[config.mk]
export PLATFORM = sky130hd
export DESIGN_NAME = bcd_4digit_display_scan_flat
export DESIGN_NICKNAME = d
export VERILOG_FILES = /design/src/rtl/bcd_disp_pkg.sv /design/src/rtl/bcd_4digit_display_scan_if.sv /design/src/rtl/bcd_to_7seg.sv /design/src/rtl/bcd_4digit_display_scan.sv /design/src/flat_wrapper.sv
export SDC_FILE = /design/constraint.sdc
export NUM_CORES = 1
export LEC_CHECK = 0
export CORE_ASPECT_RATIO = 1.1
export CORE_MARGIN = 2
export CORE_UTILIZATION = 30
export CTS_BUF_LIST = sky130_fd_sc_hd__clkbuf_8 sky130_fd_sc_hd__clkbuf_16
export DETAILED_ROUTE_END_ITERATION = 6
export SYNTH_ARGS = -nofsm -noshare
export SYNTH_HDL_FRONTEND = slang
export SYNTH_SLANG_ARGS = --single-unit
[constraint.sdc]
create_clock -name clk -period 2.1 [get_ports clk]
set_input_delay 0.315 -clock clk [delete_from_list [all_inputs] [get_ports clk]]
set_output_delay 0.315 -clock clk [all_outputs]
set_load 0.01 [all_outputs]
[src/rtl/bcd_disp_pkg.sv]
// Shared definitions for the BCD display scanner: segment patterns (active-high gfedcba)
// and the digit-slot state encoding.
package bcd_disp_pkg;

  typedef enum logic [1:0] {
    DIG0 = 2'd0,
    DIG1 = 2'd1,
    DIG2 = 2'd2,
    DIG3 = 2'd3
  } digit_t;

  localparam logic [6:0] SEG_0     = 7'h3F;
  localparam logic [6:0] SEG_1     = 7'h06;
  localparam logic [6:0] SEG_2     = 7'h5B;
  localparam logic [6:0] SEG_3     = 7'h4F;
  localparam logic [6:0] SEG_4     = 7'h66;
  localparam logic [6:0] SEG_5     = 7'h6D;
  localparam logic [6:0] SEG_6     = 7'h7D;
  localparam logic [6:0] SEG_7     = 7'h07;
  localparam logic [6:0] SEG_8     = 7'h7F;
  localparam logic [6:0] SEG_9     = 7'h6F;
  localparam logic [6:0] SEG_E     = 7'h79;
  localparam logic [6:0] SEG_BLANK = 7'h00;

endpackage

[src/rtl/bcd_4digit_display_scan_if.sv]
// Result-in / display-out bundle of the BCD display scanner.
// master: adder side plus display consumer; slave: the scanner itself.
interface bcd_4digit_display_scan_if;
  logic        load;
  logic [15:0] bcd_in;
  logic        carry_in;
  logic [6:0]  seg;
  logic        dp;
  logic [3:0]  an;
  logic        ovf_led;
  logic        frame_done;

  modport master (
    output load, bcd_in, carry_in,
    input  seg, dp, an, ovf_led, frame_done
  );

  modport slave (
    input  load, bcd_in, carry_in,
    output seg, dp, an, ovf_led, frame_done
  );
endinterface

[src/rtl/bcd_to_7seg.sv]
// Combinational BCD nibble to active-high {g,f,e,d,c,b,a} pattern.
// Nibbles 10..15 are not BCD and show 'E'.
module bcd_to_7seg
  import bcd_disp_pkg::*;
(
  input  logic [3:0] nibble,
  output logic [6:0] seg
);

  always_comb begin
    seg = SEG_E;
    case (nibble)
      4'd0:    seg = SEG_0;
      4'd1:    seg = SEG_1;
      4'd2:    seg = SEG_2;
      4'd3:    seg = SEG_3;
      4'd4:    seg = SEG_4;
      4'd5:    seg = SEG_5;
      4'd6:    seg = SEG_6;
      4'd7:    seg = SEG_7;
      4'd8:    seg = SEG_8;
      4'd9:    seg = SEG_9;
      default: seg = SEG_E;
    endcase
  end

endmodule

[src/rtl/bcd_4digit_display_scan.sv]
// Time-multiplexed 4-digit 7-segment driver for a packed-BCD sum with frame-synchronous commit.
// Optional LEADING_ZERO_BLANK_EN blanks leading zero digits 3..1.
module bcd_4digit_display_scan
  import bcd_disp_pkg::*;
#(
  parameter int SCAN_DIV       = 50000,
  parameter bit SEG_ACTIVE_LOW = 1'b1,
  parameter bit AN_ACTIVE_LOW  = 1'b1
) (
  input logic                     clk,
  input logic                     rst,
  bcd_4digit_display_scan_if.slave bus
);

  localparam int              CNT_W   = (SCAN_DIV > 1) ? $clog2(SCAN_DIV) : 1;
  localparam logic [CNT_W-1:0] CNT_MAX = CNT_W'(SCAN_DIV - 1);
  localparam logic [3:0]      AN_OFF  = AN_ACTIVE_LOW ? 4'hF : 4'h0;
  localparam logic [6:0]      SEG_OFF = SEG_ACTIVE_LOW ? 7'h7F : 7'h00;
  localparam logic            DP_OFF  = SEG_ACTIVE_LOW;

  logic [CNT_W-1:0] scan_cnt;
  digit_t           digit;
  logic [15:0]      shadow_bcd;
  logic             shadow_carry;
  logic [15:0]      committed_bcd;
  logic             committed_carry;
  logic             pending;

  logic             tick;
  logic             boundary;
  logic [3:0]       nibble;
  logic [6:0]       pattern;
  logic [6:0]       shown;
  logic             blank;
  logic [3:0]       slot_an;
  logic             dp_lit;

  logic [6:0]       seg_q;
  logic             dp_q;
  logic [3:0]       an_q;
  logic             ovf_q;
  logic             frame_done_q;

  assign tick     = (scan_cnt == CNT_MAX);
  assign boundary = tick && (digit == DIG3);

  always_comb begin
    nibble  = committed_bcd[3:0];
    slot_an = 4'b0001;
    case (digit)
      DIG0: begin nibble = committed_bcd[3:0];   slot_an = 4'b0001; end
      DIG1: begin nibble = committed_bcd[7:4];   slot_an = 4'b0010; end
      DIG2: begin nibble = committed_bcd[11:8];  slot_an = 4'b0100; end
      DIG3: begin nibble = committed_bcd[15:12]; slot_an = 4'b1000; end
      default: begin nibble = committed_bcd[3:0]; slot_an = 4'b0001; end
    endcase
  end

  bcd_to_7seg u_dec (
    .nibble (nibble),
    .seg    (pattern)
  );

`ifdef LEADING_ZERO_BLANK_EN
  // A digit is leading only if it and everything above it is zero; an invalid nibble is never zero.
  always_comb begin
    blank = 1'b0;
    case (digit)
      DIG1:    blank = (committed_bcd[15:4]  == 12'd0);
      DIG2:    blank = (committed_bcd[15:8]  == 8'd0);
      DIG3:    blank = (committed_bcd[15:12] == 4'd0);
      default: blank = 1'b0;
    endcase
  end
`else
  assign blank = 1'b0;
`endif

  assign shown  = blank ? SEG_BLANK : pattern;
  assign dp_lit = (digit == DIG3) && committed_carry;

  // Prescaler, digit FSM and the registered display outputs (one cycle behind the slot state).
  always_ff @(posedge clk) begin
    if (rst) begin
      scan_cnt     <= '0;
      digit        <= DIG0;
      seg_q        <= SEG_OFF;
      dp_q         <= DP_OFF;
      an_q         <= AN_OFF;
      ovf_q        <= 1'b0;
      frame_done_q <= 1'b0;
    end else begin
      scan_cnt <= tick ? '0 : scan_cnt + CNT_W'(1);
      if (tick) begin
        case (digit)
          DIG0:    digit <= DIG1;
          DIG1:    digit <= DIG2;
          DIG2:    digit <= DIG3;
          DIG3:    digit <= DIG0;
          default: digit <= DIG0;
        endcase
      end
      seg_q        <= SEG_ACTIVE_LOW ? ~shown : shown;
      dp_q         <= SEG_ACTIVE_LOW ? ~dp_lit : dp_lit;
      an_q         <= AN_ACTIVE_LOW ? ~slot_an : slot_an;
      ovf_q        <= committed_carry;
      frame_done_q <= boundary;
    end
  end

  // New results wait in the shadow until a frame boundary so no frame mixes old and new digits.
  always_ff @(posedge clk) begin
    if (rst) begin
      shadow_bcd      <= '0;
      shadow_carry    <= 1'b0;
      committed_bcd   <= '0;
      committed_carry <= 1'b0;
      pending         <= 1'b0;
    end else if (bus.load && boundary) begin
      committed_bcd   <= bus.bcd_in;
      committed_carry <= bus.carry_in;
      pending         <= 1'b0;
    end else begin
      if (boundary && pending) begin
        committed_bcd   <= shadow_bcd;
        committed_carry <= shadow_carry;
        pending         <= 1'b0;
      end
      if (bus.load) begin
        shadow_bcd   <= bus.bcd_in;
        shadow_carry <= bus.carry_in;
        pending      <= 1'b1;
      end
    end
  end

  assign bus.seg        = seg_q;
  assign bus.dp         = dp_q;
  assign bus.an         = an_q;
  assign bus.ovf_led    = ovf_q;
  assign bus.frame_done = frame_done_q;

endmodule

[src/flat_wrapper.sv]
// flat-port wrapper written by rule: the top's interface ports become plain ports
module bcd_4digit_display_scan_flat import bcd_disp_pkg::*;
#(
  parameter int SCAN_DIV       = 50000,
  parameter bit SEG_ACTIVE_LOW = 1'b1,
  parameter bit AN_ACTIVE_LOW  = 1'b1
)
  (clk, rst, bus_load, bus_bcd_in, bus_carry_in, bus_seg, bus_dp, bus_an, bus_ovf_led, bus_frame_done);
  bcd_4digit_display_scan_if bus_i ();
  input logic clk;
  input logic rst;
  input wire logic [$bits(bus_i.load)-1:0] bus_load;
  input wire logic [$bits(bus_i.bcd_in)-1:0] bus_bcd_in;
  input wire logic [$bits(bus_i.carry_in)-1:0] bus_carry_in;
  output wire logic [$bits(bus_i.seg)-1:0] bus_seg;
  output wire logic [$bits(bus_i.dp)-1:0] bus_dp;
  output wire logic [$bits(bus_i.an)-1:0] bus_an;
  output wire logic [$bits(bus_i.ovf_led)-1:0] bus_ovf_led;
  output wire logic [$bits(bus_i.frame_done)-1:0] bus_frame_done;
  assign bus_i.load = bus_load;
  assign bus_i.bcd_in = bus_bcd_in;
  assign bus_i.carry_in = bus_carry_in;
  assign bus_seg = bus_i.seg;
  assign bus_dp = bus_i.dp;
  assign bus_an = bus_i.an;
  assign bus_ovf_led = bus_i.ovf_led;
  assign bus_frame_done = bus_i.frame_done;
  bcd_4digit_display_scan #(.SCAN_DIV(SCAN_DIV), .SEG_ACTIVE_LOW(SEG_ACTIVE_LOW), .AN_ACTIVE_LOW(AN_ACTIVE_LOW)) u_core (.clk(clk), .rst(rst), .bus(bus_i));
endmodule
======== Word-level counts from Yosys, hierarchy flattened ========
Memories as Yosys holds them, arrays and structs flattened.
Index checks and enable logic that the tools add are counted.
storage, ports and cells
  flip-flop bits (word level) ............. 67
  input bits .............................. 20
  output and inout port bits .............. 14
  logic and storage cells ................. 41
  bits in writable memories ............... 0
  bits in read-only memories .............. 112
  memories kept ........................... 1
  latch bits .............................. 0
memory list
  name              words  width  read ports  clocked after memory_dff  wr ports  line               text
  (name not given)  16     7      1           0                         0         bcd_to_7seg.sv:12  case (nibble)
cells by class
  multipliers ............................. 0
  div/mod/pow operators ................... 0
  bitwise gates (word level) .............. 4
  shift-type cells ........................ 0
  equal/unequal tests ..................... 4
  multiplexer cells ....................... 9
  magnitude comparators ................... 0
  reductions and logical operators ........ 10
  $add $sub $neg .......................... 1
operators by type and width
  cell                                                                   count
  16-bit 2-to-1 mux                                                      2
  4-bit one-hot mux with 4 select lines                                  2
  16-bit by 1-bit adder with 16-bit output, second input constant        1
  16-bit equality test, second input constant                            1
  2-bit one-hot mux with 4 select lines                                  1
  7-bit inverter                                                         1
  2-bit equality test, second input constant                             2
  1-bit logical AND                                                      4
  1-bit 2-to-1 mux                                                       4
  4-bit inverter                                                         1
  2-bit nonzero test                                                     2
  2-bit OR reduction                                                     2
  2-bit by 1-bit equality test with 1-bit output, second input constant  1
  2-bit logical NOT                                                      1
  1-bit inverter                                                         2
  2-bit AND reduction                                                    1

======== Longest topological paths before layout ========
  depth in word-level cells ............... 5
  mapped depth ............................ 8

======== Modules after synthesis ========
Synthesis repeated with hierarchy kept, for this count alone.
unflattened totals
  cell total of the unflattened synthesis .. 359
  area, all modules ....................... 3178.0 um2
by module, submodules not included
  module                   times used  area each (um2)  sequential area each (um2)  cells an instance
  bcd_4digit_display_scan  1           2979.1           1341.3                      332
  bcd_to_7seg              1           198.9            0.0                         27

======== Least setup slack after synthesis ========
Ideal clock, no wire load.
  path kind ............................... flip-flop to flip-flop
  start ................................... register u_core.digit[0]
  end ..................................... register u_core.seg_q[2], in the netlist u_core.bus.seg[2]
  required time ........................... 1980 ps
  arrival ................................. 1753 ps
  setup time .............................. 120 ps
  period minus slack after synthesis ...... 1873 ps
  path slack .............................. 227 ps
  cell stages (with the launch flop) ...... 8
  cell sequence ........................... dfxtp_1 > inv_1 > ha_1 > clkbuf_1 > mux2_2 > ha_1 > and3_1 > a211o_1
on the way
  longest elaborated chain between the ends .. 4
ends and longest elaborated chain
  element                                            line                            text
  start, declared                                    bcd_4digit_display_scan.sv:22   digit_t digit;
  start signal, assigned                             bcd_4digit_display_scan.sv:86   digit <= DIG0;
  start signal, assigned                             bcd_4digit_display_scan.sv:96   DIG0: digit <= DIG1;
  start signal, assigned                             bcd_4digit_display_scan.sv:97   DIG1: digit <= DIG2;
  2-bit equality test, or another cell as far along  bcd_4digit_display_scan.sv:50   case (digit)
  4-bit one-hot mux with 4 select lines (*)          bcd_4digit_display_scan.sv:50
  memory 16 x 7 bit (*)                              n/a
  7-bit inverter (*)                                 bcd_4digit_display_scan.sv:103  seg_q <= SEG_ACTIVE_LOW ? ~shown : shown;
  end signal, assigned                               bcd_4digit_display_scan.sv:103
  end, declared                                      bcd_4digit_display_scan.sv:38   logic [6:0] seg_q;
Every way passes the cells marked *; elsewhere a longest branch is shown, timed or not.
A chain may end at the register's enable or synchronous reset.

======== Worst setup path in the final report ========
  start ................................... register u_core.digit[1]
  end ..................................... register u_core.seg_q[6], in the netlist u_core.bus.seg[6]
Same word-level chain as after synthesis.

==> impl_metrics.tcl <==
set metrics [dict create \
    rsz0062_at_grt "false" \
    fin_hold_ws_ns 0.221 \
    fp.dieH_um 113 \
    grt_use_total_pct 12.7 \
    synth_seq_cells 67 \
    synthArstFlopShare_pct 0 \
    slowest_stage "a222oi_1" \
    ys_warn_count 0 \
    reg2reg_slack_ns 0.14 \
    numPlacedInstances 508 \
    cp_common_cell "inv_1" \
    die_area_mm2 0.0116 \
    postCtsSetupRepairBufs 0 \
    core-area_mm2 0.0104 \
    core.rowCount 39 \
    place_congestion 0.838 \
    layout-drive-gt1-share_pct 10.8 \
    required_ns 2.31 \
    route.vias.total 2517 \
    clock_latency_ns 0.33 \
    timing.rr.end "u_core.bus.seg[6]$_SDFF_PP1_" \
    startpoint "u_core.digit[1]$_SDFFE_PP0N_" \
    worstPathCellList "inv_1 > ha_2 > a222oi_1 > mux2_4 > inv_1 > ha_1 > o21a_1 > a21o_1" \
    reg2reg_from "u_core.digit[1]$_SDFFE_PP0N_" \
    ios 34 \
    worstMarginPinSlew_ns 0.406 \
    fillers 1076 \
    via_per_inst 4.80 \
    synthesis.area_mm2 0.00322 \
    cp-end-kind "register" \
    fmaxAchievable_ghz 0.510 \
    grt_pass1_vias 2500 \
    cp-start-kind "register" \
    peakVddDrop_mv 0.427 \
    drt.antenna.violating_nets 0 \
    period_share_pct 93.4 \
    die_width_um 103 \
    fin_worst_skew_ns 0.00668 \
    final_common_cell "dfxtp_1" \
    grt_first_pass_wirelength_um 11800 \
    drt_first_iter_violations 115 \
    clockBufferDepth 2 \
    syn2layout_area_growth_pct 26.5 \
    drc 0 \
    dp_hpwl_um 4790 \
    antenna_cells 0 \
    final_cell_mix "65 x dfxtp_1, 41 x nand2b_1, 33 x nor3_1, 32 x clkdlybuf4s50_1, 22 x mux2i_1" \
    synth_edf_count 0 \
    whs_endpoint "u_core.scan_cnt[2]$_SDFF_PP0_" \
    dpl_cell_area_mm2 0.00372 \
    hold-path-cell-count 2 \
    dr.pass1.iters 4 \
    relSlewSlack_pct 72.2 \
    hold_path.class "input pin to register" \
    p_per_area_mw_per_mm2 793 \
    fin_util_pct 39.0 \
    htreeDepth 3 \
    fin_crit_ns 1.96 \
    ys_types 45 \
    status "finished clean" \
    postSynthAreaPerCell_um2 9.31 \
    syn_nets 375 \
    avgRoutedWirePerCell_um 13.4 \
    crit_type "register to register" \
    drv_slew 0 \
    hold_viol 0 \
    r2r_cells 8 \
    hp-start "rst" \
    antenna_found_initial 0 \
    fin_setup_tns_ns 0 \
    critPathMaxStageDelay_ns 0.37 \
    overflow 0 \
    final_cell_area_mm2 0.00408 \
    p_leak_uw 0.00154 \
    final_cell_count_no_fill 524 \
    drv_cap 0 \
    cts_tree "yes" \
    syn_inst 346 \
    cts_sinks 67 \
    wl_um 7020 \
    ys.flop_type "dfxtp_1" \
    port_buffers 33 \
    cts_root_buf "clkbuf_16" \
    path_clk_slew_ns 0.06 \
    setup_viol 0 \
    arrival_ns 2.17 \
    grt_max_degree 40 \
    yosysSeqAreaShare_pct 41.6 \
    cts_inserted_buffers 9 \
    final_nets 405 \
    path_max_fanout 5 \
    initial_utilization_pct 30.9 \
]
what timing repair did:
item,CTS,global route
endpoints found under the setup margin,0,7
hold buffers,0,0
gates resized for setup,0,6
critical path, delay by kind of cell (launching register included):
family / cells / cell delay, ns
flops: 1 / 0.36
mux: 1 / 0.24
fa+ha+maj: 2 / 0.39
buf+inv: 2 / 0.13
compound gates: 3 / 0.73
state kept, by name, summed over array words and instances, names as in the netlist:
| name | count |
|---|---|
| u_core.bus.an | 4 |
| u_core.bus.seg | 7 |
| u_core.committed_bcd | 16 |
| u_core.shadow_carry | 1 |
| u_core.digit | 2 |
| u_core.shadow_bcd | 16 |
| u_core.bus.frame_done | 1 |
| u_core.committed_carry | 1 |
| u_core.bus.dp | 1 |
| u_core.scan_cnt | 16 |
| u_core.pending | 1 |
| u_core.bus.ovf_led | 1 |
layer usage:
layer  GRT usage, %  part of all wire (%)  vias to the layer above
li1               -                     -                     1264
met1           16.7                    48                     1185
met2           19.6                    45                       51
met3           4.08                   3.8                       17
met4           4.74                   2.7                        0
met5              0                     0                        -
cell usage after synthesis, types with 2 or more instances:
| cell | instances | area (um^2) |
|---|---|---|
| nor3_1 | 33 | 165 |
| a31oi_1 | 2 | 12.5 |
| and3_1 | 3 | 18.8 |
| nor2b_1 | 13 | 81.3 |
| nand2b_1 | 41 | 257 |
| nor3b_1 | 17 | 128 |
| buf_4 | 2 | 15.0 |
| nand3_1 | 8 | 40.0 |
| a21o_1 | 3 | 22.5 |
| a21oi_1 | 15 | 75.1 |
| and4bb_2 | 2 | 25.0 |
| nand2_1 | 5 | 18.8 |
| nor2_1 | 19 | 71.3 |
| mux2_2 | 4 | 45.0 |
| buf_6 | 3 | 33.8 |
| and4_1 | 3 | 26.3 |
| or3_1 | 2 | 12.5 |
| a2bb2oi_1 | 4 | 35.0 |
| nand4_1 | 3 | 18.8 |
| and2_1 | 2 | 12.5 |
| xnor2_1 | 2 | 17.5 |
| ha_1 | 9 | 113 |
| mux2i_1 | 23 | 230 |
| o21bai_1 | 2 | 15.0 |
| o21ai_0 | 4 | 20.0 |
| dfxtp_1 | 67 | 1340 |
| inv_1 | 9 | 33.8 |
| a222oi_1 | 4 | 40.0 |
| o21a_1 | 2 | 15.0 |
| clkbuf_1 | 17 | 63.8 |
| xor2_1 | 9 | 78.8 |
worst max-delay path by stage:
stage | endpoint | slack (ns) | cells past startpoint
detailed placement | u_core.bus.seg[5]$_SDFF_PP1_ | 0.07 | 8
global route | u_core.bus.seg[4]$_SDFF_PP1_ | 0.04 | 6
global placement | u_core.bus.seg[5]$_SDFF_PP1_ | 0.18 | 8
floorplan | u_core.bus.seg[2]$_SDFF_PP1_ | 0.23 | 7
CTS | u_core.bus.seg[6]$_SDFF_PP1_ | 0.04 | 8
finish | u_core.bus.seg[6]$_SDFF_PP1_ | 0.14 | 8
metrics by stage:
step / setup WS (ns) / power [uW]
floorplan: 0.227 / 1450
global placement: 0.177 / 1530
detailed placement: 0.0725 / 1540
CTS: 0.0436 / 3270
global route: 0.0370 / 3350
finish: 0.139 / 3230
final cells by class:
class                   count  area (um^2)  area share [%]
inverters                   9         33.8           0.829
flip-flops and latches     67         1340            33.0
clock buffers              10          239            5.86
repair buffers             43          438            10.7
well taps                 143          179            4.39
clock inverters             6          105            2.58
multi-input cells         246         1740            42.6
where the power goes:
part | leakage, uW | internal, uW | total [uW] | switching, uW
combinational | 0.000817 | 102 | 181 | 79.4
clock | 0.000171 | 1180 | 1730 | 542
sequential | 0.000548 | 1310 | 1320 | 18.9
total | 0.00154 | 2590 | 3230 | 640
cells by family after synthesis:
| kind of cell | synth area share, % |
|---|---|
| xor+xnor | 2.99 |
| fa+ha+maj | 3.50 |
| mux | 8.54 |
| buf+inv | 4.81 |
| flops | 41.6 |
| compound gates | 8.19 |
| simple gates | 30.3 |
Power figures use the tool's default switching activity.
